File: config.mk
export PLATFORM = sky130hd
export DESIGN_NAME = timebase_generator
export DESIGN_NICKNAME = d
export VERILOG_FILES = /design/src/rtl/timebase_generator.sv
export SDC_FILE = /design/constraint.sdc
export NUM_CORES = 1
export LEC_CHECK = 0
export BUFFER_PORTS_ARGS = -buffer_cell sky130_fd_sc_hd__buf_2
export CAP_MARGIN = 20
export CORE_UTILIZATION = 55
export DETAILED_ROUTE_END_ITERATION = 10
export PLACE_DENSITY = 0.83
export REMOVE_ABC_BUFFERS = 1
export SYNTH_ARGS = -nofsm -noshare
export SYNTH_HDL_FRONTEND = slang
export SYNTH_SLANG_ARGS = --single-unit
File: constraint.sdc
create_clock -name clk -period 4.2 [get_ports clk]
set_clock_uncertainty 0.05 [all_clocks]
set_input_delay 0.42 -clock clk [delete_from_list [all_inputs] [get_ports clk]]
set_output_delay 0.42 -clock clk [all_outputs]
set_load 0.03 [all_outputs]
File: src/rtl/timebase_generator.sv
// System timebase: derives single-cycle microsecond, millisecond and second strobes
// from clk, plus a seconds uptime counter, after a startup hold that gates ready.
`timescale 1ns/1ps

// state   | meaning
// STARTUP | counting the hold after reset; ticks quiet, en/clr ignored
// RUN     | prescaler cascade advancing while en=1
// PAUSE   | en was low: counters and uptime frozen, ticks quiet
module timebase_generator #(
   parameter int CLK_FREQUENCY = 10_000_000,
   parameter int US_PER_MS     = 1000,
   parameter int MS_PER_S      = 1000,
   parameter int STARTUP_US    = 100
) (
   input  logic        clk,
   input  logic        rstb,
   input  logic        en,
   input  logic        clr,
   output logic        ready,
   output logic        tick_us,
   output logic        tick_ms,
   output logic        tick_s,
   output logic [31:0] uptime_s
);

   localparam int US_DIV      = CLK_FREQUENCY / 1_000_000;
   localparam int STARTUP_CYC = STARTUP_US * US_DIV;
   localparam int PS_W = (US_DIV    > 1) ? $clog2(US_DIV)    : 1;
   localparam int US_W = (US_PER_MS > 1) ? $clog2(US_PER_MS) : 1;
   localparam int MS_W = (MS_PER_S  > 1) ? $clog2(MS_PER_S)  : 1;
   localparam int ST_W = (STARTUP_CYC > 0) ? $clog2(STARTUP_CYC + 1) : 1;

   typedef enum logic [1:0] {
      ST_STARTUP = 2'd0,
      ST_RUN     = 2'd1,
      ST_PAUSE   = 2'd2
   } state_t;

   state_t          state;
   state_t          state_nxt;
   logic [ST_W-1:0] st_cnt;
   logic [PS_W-1:0] ps_cnt;
   logic [US_W-1:0] us_cnt;
   logic [MS_W-1:0] ms_cnt;

   logic st_done;
   logic st_count;
   logic ready_set;
   logic cnt_clr;
   logic cnt_adv;
   logic ps_wrap;
   logic us_term;
   logic ms_term;

   assign st_done = (st_cnt == ST_W'(STARTUP_CYC));
   assign ps_wrap = (ps_cnt == PS_W'(US_DIV - 1));
   assign us_term = (us_cnt == US_W'(US_PER_MS - 1));
   assign ms_term = (ms_cnt == MS_W'(MS_PER_S - 1));

   always_ff @(posedge clk or negedge rstb) begin
      if (!rstb) begin
         state <= ST_STARTUP;
      end else begin
         state <= state_nxt;
      end
   end

   // clr holds the run/pause state, except that en=0 still forces PAUSE
   always_comb begin
      state_nxt = state;
      case (state)
         ST_STARTUP: if (st_done)      state_nxt = ST_RUN;
         ST_RUN:     if (!en)          state_nxt = ST_PAUSE;
         ST_PAUSE:   if (en && !clr)   state_nxt = ST_RUN;
         default:                      state_nxt = ST_STARTUP;
      endcase
   end

   // The edge that samples en=1 in PAUSE already counts, so en acts as a pure
   // clock enable for the cascade once the hold is over.
   always_comb begin
      st_count  = 1'b0;
      ready_set = 1'b0;
      cnt_clr   = 1'b0;
      cnt_adv   = 1'b0;
      case (state)
         ST_STARTUP: begin
            st_count  = !st_done;
            ready_set = st_done;
         end
         ST_RUN, ST_PAUSE: begin
            cnt_clr = clr;
            cnt_adv = en && !clr;
         end
         default: ;
      endcase
   end

   always_ff @(posedge clk or negedge rstb) begin
      if (!rstb) begin
         st_cnt <= '0;
         ready  <= 1'b0;
      end else begin
         if (st_count) begin
            st_cnt <= st_cnt + 1'b1;
         end
         if (ready_set) begin
            ready <= 1'b1;
         end
      end
   end

   always_ff @(posedge clk or negedge rstb) begin
      if (!rstb) begin
         ps_cnt   <= '0;
         us_cnt   <= '0;
         ms_cnt   <= '0;
         uptime_s <= '0;
         tick_us  <= 1'b0;
         tick_ms  <= 1'b0;
         tick_s   <= 1'b0;
      end else if (cnt_clr) begin
         ps_cnt   <= '0;
         us_cnt   <= '0;
         ms_cnt   <= '0;
         uptime_s <= '0;
         tick_us  <= 1'b0;
         tick_ms  <= 1'b0;
         tick_s   <= 1'b0;
      end else begin
         tick_us <= cnt_adv && ps_wrap;
         tick_ms <= cnt_adv && ps_wrap && us_term;
         tick_s  <= cnt_adv && ps_wrap && us_term && ms_term;
         if (cnt_adv) begin
            ps_cnt <= ps_wrap ? '0 : ps_cnt + 1'b1;
            if (ps_wrap) begin
               us_cnt <= us_term ? '0 : us_cnt + 1'b1;
               if (us_term) begin
                  ms_cnt <= ms_term ? '0 : ms_cnt + 1'b1;
                  if (ms_term) begin
                     uptime_s <= uptime_s + 32'd1;
                  end
               end
            end
         end
      end
   end

endmodule

==> out/results.txt, run 1 <==
CTS tree -> yes
crit path launch -> state[0]
Slew @ Worst Pin -> 874 ps
Arr. time, crit path -> 2930 ps
TNS Setup -> 0 ps
overall die width -> 85.3 um
Setup Crit Path Kind -> reg2reg
I/O pin count -> 40
Resized cells post-CTS -> 0
Die Area -> 7280 um2
clk_lat worst skew -> 360 ps
placed instance count -> 515
Std-Cell Rows -> 30
hold crit path type -> in2async
Syn Area/Cell -> 9.41 um2
Distinct cells, synth -> 50
hold_buf cts -> 0
power per standard cell area -> 293 nW/um2
largest net degree at the start of global routing -> 40
Die Y -> 85.3 um
diode count -> 0
wire length per cell -> 15.4 um
minimum clock period -> 2710 ps
Reg2Reg Launch Point -> state[0]
Post-Route WL -> 8170 um
Synth Warn # -> 0
Lkg Pwr -> 1.96 nW
largest buffer count on any clock path -> 2
Final HPWL DP -> 5710 um
cell count after synthesis -> 406
crit path max fanout -> 19
Post-Synth Simple-Gate Area -> 0.261
Post-synth EDFFs -> 0
RSZ-0062 raised after global routing -> false
maximum vdd drop -> 0.183 mV
Fmax -> 0.370 GHz
CTS Sinks -> 72
CTS Root Cell -> clkbuf_8
first-pass GRT wire length -> 13800 um
Syn-to-layout area delta -> 11.7%
first drt pass iteration count -> 4
total power -> 0.00125 W
synthesized cell area -> 3820 um2
Total Routing Usage GR -> 0.240
ys async rst share -> 1.00
final layout net count -> 461
layout cell share with drive strength beyond 1 -> 0.169
final cell count without fillers -> 531
Tcrit/Tclk final -> 0.644
CP Capture Type -> register
Synth Area in Compound Gates -> 0.146
register bit total from synthesis -> 72
Starting Density -> 0.565
Num CTS Buffers -> 9
post-synthesis sequential area ratio -> 0.472
Post-DRT Antenna Nets -> 0
max-slew violation count -> 0
utilization after layout -> 0.631
WHS -> 129 ps
DRC -> 0
initial antenna violation count -> 0
vias in the first global route -> 3005
adder-cell share of the synthesized area -> 0.0360
Critical Path Start Type -> register
grt total ovfl -> 0
Final setup viols -> 0
vias per cell -> 6.05
largest family of logic cells by synthesized area -> simple AND/OR/NAND/NOR gates
multiplexer share of the synthesized area -> 0.0141
final-report hold violation count -> 0
status -> completed
CTS H-tree depth -> 3
max_slew headroom -> 0.418
final RePlAce weighted congestion -> 0.827
worst path required time -> 4430 ps
DR vias -> 3212
Max-Cap Viols -> 0
Clock Pin Slew Worst Setup and Hold Paths -> 80 ps
IO buf count -> 39
xor/xnor cell area share of the yosys netlist -> 0.0413
Iteration-0 DRC Markers -> 225
Post CTS Setup Buffer Count -> 0
CORE AREA -> 6760 um2
Top FF cell, synth -> dfrtp_1
==> layout make-up <==
cell class                 instances  area, um2
fill                             537       2490
timing repair buffer              42        218
tap                               80        100
sequential                        72       1800
clock buffer                      10        128
clock inverter                     6       60.1
multi-input combinational        306       1900
inverter                          15       56.3
==> Yosys cell counts, drive strengths merged (4+ instances only) <==
library cell | n | area (um2)
nand3b | 4 | 42.5
nor3 | 11 | 71.3
nand4 | 17 | 119
or2 | 6 | 37.5
xnor2 | 12 | 105
nand2 | 39 | 146
dfrtp | 72 | 1800
xor2 | 6 | 52.6
nand3 | 25 | 130
buf | 4 | 25.0
nor2 | 21 | 78.8
nand4b | 4 | 35.0
inv | 15 | 56.3
o21ai | 32 | 160
clkbuf | 9 | 33.8
a21oi | 40 | 200
or3 | 23 | 144
a31oi | 9 | 56.3
or4 | 4 | 30.0
and3 | 7 | 43.8
ha | 11 | 138
==> metal layers <==
metal	vias up	track usage	wire length (um)
met2	76	0.397	4070
met3	15	0.0574	292
met1	1564	0.313	3670
met4	0	0.0773	135
met5	-	0	0
li1	1557	-	-
==> final timing paths <==
path / endpoint / slack [ps] / cells after the start
setup / recovery: ms_cnt[5] / 1490 / 7
hold / removal: uptime_s[9] / 130 / 1
setup reg to reg: ms_cnt[5] / 1490 / 7
hold reg to reg: ready / 400 / 1
max in group asynchronous: ps_cnt[1] / 3010 / 2
min in group clk: ps_cnt[3] / 330 / 2
==> power by group <==
part / switching [W] / internal, W
Combinational: 0.0000161 / 0.00000256
Sequential: 0 / 0.000693
Clock: 0.000265 / 0.000271
==> logic make-up (layout without fill, tap and decap cells) <==
logic type | Yosys count | count (layout)
DFF | 72 | 72
and+or+nand+nor | 173 | 173
adders and majority gates | 11 | 11
AOI/OAI and AO/OA | 99 | 99
muxes | 5 | 5
xor gates and xnor gates | 18 | 18
buffers and inverters | 28 | 73
==> critical path: stages (launching register included) <==
cell     delay (ps)
dfrtp_1         380
inv_1            90
ha_1            480
and2_1          620
buf_4           370
a21oi_1         120
or3_1           370
a21oi_1         150
==> stage by stage <==
stage,area (um2),setup slack [ps]
3_3_place_gp,4080,1620
5_1_grt,4270,1290
2_1_floorplan,3760,1700
3_5_place_dp,4080,1520
6_report,4270,1490
4_1_cts,4270,1500
==> cell usage in the layout (no fill, tap or decap), types with 2 or more instances in the layout <==
cell type   instances
nand2b_1            2
nand3b_1            3
nor3_1              9
o22ai_1             3
nor2_1             21
a31oi_1             9
o21ai_0            31
clkinvlp_4          2
xnor2_1            12
nor4_2              2
clkinv_2            3
buf_4               3
o21a_1              3
a21oi_1            40
and3_1              7
or3_1              23
nand4_1            15
buf_2              39
or4_1               4
dfrtp_1            72
a22o_1              2
nand2_1            39
o31ai_1             3
mux2i_1             2
nand3_1            24
nand4b_1            4
ha_1               11
or2_2               5
a41oi_1             3
xor2_1              6
and4_1              2
nand4_2             2
mux2_2              3
a21o_1              2
inv_1              14
clkbuf_8            9
==> state kept, by name, summed over array words and instances (netlist names), 2 cells and up <==
signal,cells
ps_cnt,4
ms_cnt,10
uptime_s,32
st_cnt,10
us_cnt,10
state,2
(Power assumes the default switching activity.)
==> run 2, diff against run 1 <==
- CORE_UTILIZATION: 55 -> 53
- PLACE_DENSITY: 0.83 -> 0.84
- clock period: 4.2 -> 2.4 ns (I/O delays scaled with it)
==> out/results.txt, run 2 (synthesized netlist as in run 1, its figures left out) <==
CTS tree -> yes
Final setup viols -> 0
RSZ-0062 raised after global routing -> true
crit path max fanout -> 12
CP Capture Type -> register
Max-Cap Viols -> 0
Std-Cell Rows -> 30
Multi-input gate area -> 1920 um2
Post-Route WL -> 8120 um
max_slew headroom -> 0.645
Cell Int Power -> 0.00183 W
Layout fillers -> 553
Reg2Reg Depth -> 8
clk_lat worst skew -> 340 ps
IO buf count -> 39
DRC -> 0
first drt pass iteration count -> 4
Switch Pwr -> 0.000480 W
TNS Setup -> 0 ps
Die Area -> 7550 um2
Iteration-0 DRC Markers -> 255
largest net degree at the start of global routing -> 73
DR vias -> 3261
max-slew violation count -> 0
Critical Path Start Type -> register
hold crit path type -> in2reg
utilization after layout -> 0.647
Num CTS Buffers -> 9
CP max stage cell -> dfrtp_1
Biggest register -> uptime_s
final layout net count -> 473
Arr. time, crit path -> 2470 ps
power per standard cell area -> 521 nW/um2
WHS -> 178 ps
Crit. path cell count -> 8
vias in the first global route -> 3016
Lkg Pwr -> 2.05 nW
Storage cell area -> 1800 um2
Final HPWL DP -> 5650 um
initial antenna violation count -> 0
total power -> 0.00231 W
first-pass GRT wire length -> 13900 um
Slew @ Worst Pin -> 529 ps
Die Y -> 86.9 um
status -> completed
Syn-to-layout area delta -> 16.3%
CTS Root Cell -> clkbuf_8
CP max stage delay -> 420 ps
Switching Share -> 0.207
overall die width -> 86.9 um
Reg2Reg Capture Point -> uptime_s[26]
dpl ws -> 127 ps
Tcrit/Tclk final -> 0.939
largest buffer count on any clock path -> 2
Seq pwr share -> 0.524
I/O pin count -> 40
hold endpoint -> ps_cnt[3]
Fmax -> 0.444 GHz
grt total ovfl -> 0
Total Routing Usage GR -> 0.236
worst path cell trace -> ha_1, nand4b_1, buf_4, nor3_4, nand4_1, buf_4, or3_1, a21oi_1
Comb pwr share -> 0.016
post-route worst setup slack -> 145 ps
Post-DRT Antenna Nets -> 0
CP dominant cell by count -> buf_4
commonest non-fill, non-tap cell in the layout -> dfrtp_1
layout cell share with drive strength beyond 1 -> 0.190
CTS Sinks -> 72
Buf+Inv Stages, Crit Path -> 2
Reg2Reg Launch Point -> ms_cnt[0]
CTS H-tree depth -> 3
delay-heaviest family, CP -> simple AND/OR/NAND/NOR gates
most frequent cells in the layout -> dfrtp_1, a21oi_1, nand2_1, buf_2, o21ai_0
wire length per cell -> 14.5 um
final-report hold violation count -> 0
Clock Pin Slew Worst Setup and Hold Paths -> 80 ps
flop2flop setup slack -> 150 ps
Hold Path Stages -> 2
vias per cell -> 5.83
diode count -> 0
max reg flops -> 32
worst path required time -> 2620 ps
final RePlAce weighted congestion -> 0.872
hold_sp -> clr
Starting Density -> 0.556
CORE AREA -> 6870 um2
minimum clock period -> 2250 ps
maximum vdd drop -> 0.244 mV
Clock power frac -> 0.460
Setup Crit Path Kind -> reg2reg
==> run 2: cell types whose count changed in the layout (fill, tap and decap cells not counted), sizes merged <==
cell / delta
buf: +11
clkbuf: +1
bufinv: +1
dlygate4sd3: +1
clkinv: -2
==> run 2: what timing repair did <==
item	4_1_cts	5_1_grt
buffers inserted	0	1
hold buffers	1	0
resized for setup	0	3
hold endpoints to repair	72	0
setup endpoints to repair	0	9
==> run 2: layer usage <==
layer	up-vias	global-route usage	wire length [um]
met3	4	0.0474	404
met4	0	0.0742	62
met1	1564	0.314	3550
li1	1595	-	-
met2	98	0.389	4110
met5	-	0	0
==> run 2: worst max path at each step <==
stage | start | to
detailed placement | ms_cnt[0] | uptime_s[23]
global placement | ms_cnt[0] | uptime_s[27]
global route | state[0] | uptime_s[25]
CTS | ms_cnt[0] | uptime_s[23]
finish | ms_cnt[0] | uptime_s[26]
floorplan | state[0] | uptime_s[1]
==> run 2: layout make-up <==
type / instances / share of cell area
clock inverters: 5 / 0.0180
well taps: 96 / 0.0270
flip-flops and latches: 72 / 0.406
repair buffers: 54 / 0.0727
clock buffers: 11 / 0.0318
inverters: 15 / 0.0127
multi-input cells: 306 / 0.432
==> run 2: metrics by stage <==
step / instance area [um2] / instances
2_1_floorplan: 3760 / 393
3_3_place_gp: 4190 / 541
3_5_place_dp: 4190 / 541
4_1_cts: 4420 / 558
5_1_grt: 4440 / 559
6_report: 4440 / 559
==> run 2: worst register-to-register path: stages (launching register included) <==
cell	delay (ps)
dfrtp_1	420
ha_1	240
nand4b_1	120
buf_4	180
nor3_4	300
nand4_1	150
buf_4	200
or3_1	350
a21oi_1	160
==> run 2: power by group through the flow <==
stage | Clock (W) | Sequential, W | Combinational [W]
2_1_floorplan | 0 | 0.00124 | 0.00000202
3_3_place_gp | 0 | 0.00124 | 0.0000369
3_5_place_dp | 0 | 0.00124 | 0.0000373
4_1_cts | 0.00108 | 0.00121 | 0.0000387
5_1_grt | 0.00114 | 0.00121 | 0.0000431
6_report | 0.00106 | 0.00121 | 0.0000363
